### src/rtl/cfglut_kd.sv
// cfglut_kd: runtime-reloadable K-input LUT with a serial CE-gated config shift port,
// cascade output, optional registered O/LO, and reload progress tracking.
module cfglut_kd #(
  parameter int K = 5,
  parameter logic [2**K-1:0] INIT = '0,
  parameter bit REG_OUT = 1'b0
) (
  input  logic         CLK,
  input  logic         RST_N,
  input  logic         CE,
  input  logic         CDI,
  input  logic [K-1:0] I,
  output logic         O,
  output logic         LO,
  output logic         CDO,
  output logic         CFG_BUSY,
  output logic         CFG_DONE
);
  localparam int N = 2**K;
  if (K < 3 || K > 6) begin : g_bad_k
    $error("cfglut_kd: K must be in 3..6");
  end
  logic [N-1:0] t;
  logic [K-1:0] cnt;
  logic o_c, lo_c;
  assign o_c = t[I];
  assign lo_c = t[{1'b0, I[K-2:0]}];
  assign CDO = t[N-1];
  assign CFG_BUSY = |cnt;
  always_ff @(posedge CLK or negedge RST_N)
    if (!RST_N) begin
      t <= INIT;
      cnt <= '0;
      CFG_DONE <= 1'b0;
    end else begin
      if (CE) begin
        t <= {t[N-2:0], CDI};
        cnt <= cnt + 1'b1;
      end
      CFG_DONE <= CE && (&cnt);
    end
  // Registered mode samples every edge, independent of CE, from the pre-edge table.
  if (REG_OUT) begin : g_reg
    always_ff @(posedge CLK or negedge RST_N)
      if (!RST_N) begin
        O <= INIT[0];
        LO <= INIT[0];
      end else begin
        O <= o_c;
        LO <= lo_c;
      end
  end else begin : g_comb
    assign O = o_c;
    assign LO = lo_c;
  end
endmodule
### config.mk
export PLATFORM = sky130hd
export DESIGN_NAME = cfglut_kd
export DESIGN_NICKNAME = d
export VERILOG_FILES = /design/src/rtl/cfglut_kd.sv
export SDC_FILE = /design/constraint.sdc
export NUM_CORES = 1
export LEC_CHECK = 0
export ABC_AREA = 1
export BUFFER_PORTS_ARGS = -buffer_cell sky130_fd_sc_hd__clkbuf_2
export CAP_MARGIN = 0
export CORE_ASPECT_RATIO = 1.75
export CORE_MARGIN = 2
export CORE_UTILIZATION = 30
export DETAILED_ROUTE_END_ITERATION = 10
export MAX_ROUTING_LAYER = met4
export SLEW_MARGIN = 20
export SYNTH_ARGS = -nofsm -noshare
export SYNTH_HDL_FRONTEND = slang
export SYNTH_SLANG_ARGS = --single-unit
### constraint.sdc
create_clock -name CLK -period 1.2 [get_ports CLK]
set_input_delay 0.12 -clock CLK [delete_from_list [all_inputs] [get_ports CLK]]
set_output_delay 0.12 -clock CLK [all_outputs]
set_load 0.02 [all_outputs]
==> flow_summary_export.csv <==
group,metric,value,unit
status,status,"finished with violations",
status,violations,"negative setup slack",
global_route,grt_pass1_wl,6.75,mm
setup_path,cp.depth,9,
routing,vias_per_cell,4.43,
power,vdd_ir_drop_max,0.665,mV
finish,fin_util,39.4,%
setup_path,reg2reg_from,"cnt[0]$_DFFE_PN0P_",
setup_path,slowest_delay,0.39,ns
sta,slew_headroom,82.5,%
placement,io_buffer_count,13,
logic_synthesis,syn_area,0.00187,mm^2
global_route,globalRouteOverflowTotal,0,
setup_path,cp.required,1.08,ns
global_route,antenna_found_initial,0,
setup_path,reg2reg_slack,-0.06,ns
global_route,grt_pass1_vias,1578,
routing,ant_nets,0,
sta,finalCritPeriodShare,127,%
routing,wire_per_inst,11.1,um
sta,fmax,658,MHz
finish,diodes,0,
routing,wirelength,3.79,mm
clocking,cts_tree,"done",
sta,finClkSkew,0.00401,ns
power,power_density,1740,mW/mm^2
setup_path,critical_path_class,"reg -> out",
floorplanning,dieHeight,108,um
sta,tns,-0.725,ns
logic_synthesis,synth.distinct_cells,19,
setup_path,crit_path_top_delay_cell,"dfrtp_1",
clocking,clockBufferDepth,2,
setup_path,crit_fanout,2,
routing,drc,0,
setup_path,cp_num_buf_inv,2,
placement,place.gp.congestion,0.819,
routing,dr.pass1.iters,3,
logic_synthesis,avgSynthCellArea,7.88,um^2
finish,area_growth,29.5,%
logic_synthesis,ys_seq_elements,38,
finish,drive_above_1_share,27.8,%
logic_synthesis,synthCells,237,
clocking,cts.sinks,38,
setup_path,rr_worst_depth,6,
placement,dp_hpwl,2.54,mm
finish,nets,274,
sta,slew_violations,0,
setup_path,path_delay_family,"simple AND/OR/NAND/NOR gates",
floorplanning,die_w,63.7,um
clocking,clock_latency,0.30,ns
floorplanning,fp.coreArea,0.00613,mm^2
routing,drt_iter0_markers,24,
sta,period_minus_slack,1.52,ns
global_route,grt_start_max_net_pins,39,
sta,tightest_slew,0.262,ns
min_path,hold_depth,3,
global_route,grt_util_all_layers,13.2,%
power,power.leakage,1.18,nW
logic_synthesis,ys_warn_count,0,
setup_path,start_kind,"flip-flop",
setup_path,crit_chain,"inv_1 > nand2_1 > nand3_2 > nand3_1 > nand3_1 > nand2_2 > nand2_1 > nand2_1 > clkbuf_8",
clocking,htreeDepth,2,
sta,setup_viol,4,
sta,fin_worst_hold_slack,0.0379,ns
setup_path,cp_common_cell,"nand2_1",
setup_path,cp.arrival,1.40,ns
setup_path,end_kind,"output port",
sta,rsz0062_at_grt,"yes",
logic_synthesis,syn_nets,249,
min_path,min_to,"t[0]$_DFFE_PN0P_",
min_path,min-delay-path-class,"in -> reg",
setup_path,timing.rr.end,"cnt[4]$_DFFE_PN0P_",
sta,fin_ws,-0.319,ns
clocking,cts_buffers,5,
clocking,clk_pin_slew,0.07,ns
floorplanning,io_pins,14,
routing,via_count,1519,
sta,hold_viol_final,0,
clocking,cts_root_buffer,"clkbuf_8",
floorplanning,start_util,30.5,%
min_path,min-delay-start,"CDI",
power,total_power,4.21,mW
placement,place_ws,-0.0159,ns
logic_synthesis,synth-seq-area-share,50.9,%
floorplanning,rows,38,
flow_run,drv_cap,0,
floorplanning,die_area,0.00690,mm^2
[synth_stat cells, drive strengths merged]
cell type  instances  area [um^2]
xnor2              1         8.76
nor2               1         3.75
nand2             73          284
inv               42          160
dfrtp             38          951
xor2               2         17.5
nand4              1         6.26
ha                 3         37.5
buf                6         45.0
and3               1         6.26
o21ai             34          170
clkbuf             6         22.5
nand3             29          155
[stage by stage]
stage          area (um^2)  std cells
2_1_floorplan         1870        237
3_3_place_gp          2090        327
3_5_place_dp          2090        327
4_1_cts               2330        338
5_1_grt               2420        343
6_report              2420        343
[flip-flops by register name, indices dropped and copies added, names as in the netlist]
name and cells:
CFG_DONE 1, cnt 5, t 32
[cell usage in the layout (no fill, tap or decap)]
cell           instances
clkbuf_8               7
and3_4                 1
o21ai_2                1
inv_4                  3
nor2_1                 1
dfrtp_1               38
bufinv_16              2
buf_12                 4
buf_4                  8
inv_1                 27
nand2_1               67
buf_2                  1
buf_6                  4
o21ai_0               33
nand4_1                1
buf_8                  1
nand3_2               10
ha_4                   3
nand3_1               19
inv_2                 12
nand2_2                6
xor2_1                 2
xnor2_1                1
clkbuf_2              10
dlygate4sd3_1          1
[final cells by class]
type / count / area (um^2)
Clock buffer: 6 / 82.6
Tap cell: 80 / 100
Fill cell: 614 / 3710
Timing Repair Buffer: 30 / 279
Inverter: 42 / 165
Multi-Input combinational cell: 145 / 781
Sequential cell: 38 / 951
Clock inverter: 2 / 60.1
[worst max-delay path by stage]
stage | slack (ns) | start | endpoint
2_1_floorplan | 0.01 | cnt[0]$_DFFE_PN0P_ | cnt[4]$_DFFE_PN0P_
3_3_place_gp | -0.01 | I[0] | O
3_5_place_dp | -0.02 | cnt[1]$_DFFE_PN0P_ | cnt[4]$_DFFE_PN0P_
4_1_cts | -0.31 | t[20]$_DFFE_PN0P_ | O
5_1_grt | -0.39 | t[15]$_DFFE_PN0P_ | O
6_report | -0.32 | t[15]$_DFFE_PN0P_ | O
[kinds of logic after synthesis]
kind of cell / after synthesis / synth area share, %
simple gates: 105 / 24.4
xor+xnor: 3 / 1.41
compound gates: 34 / 9.11
fa+ha+maj: 3 / 2.01
flops: 38 / 50.9
buf+inv: 54 / 12.2
[routing by layer]
layer / up-vias / track usage, % / share of wire (%)
li1: 779 / - / -
met1: 724 / 12.8 / 40
met2: 9 / 23.8 / 55
met3: 7 / 2.50 / 1.8
met4: 0 / 7.92 / 3.2
met5: - / - / 0
[where the power goes]
group	switching, mW	internal [mW]
registers	0.164	1.53
logic	0.590	0.570
clock network	0.469	0.887
[worst register-to-register path, stage by stage (launching register included)]
cell	delay (ns)
dfrtp_1	0.40
buf_6	0.13
ha_4	0.15
and3_4	0.15
ha_4	0.26
nand2_2	0.05
o21ai_2	0.06
[repair_timing]
item / in CTS / in global routing
buffers inserted: 2 / 5
setup endpoints to repair: 4 / 5
pin swaps: 6 / 7
hold buffers: 1 / 0
endpoints found under the hold margin: 38 / 0
gates resized for setup: 18 / 23
No activity file was read; power rests on OpenSTA's default activity.
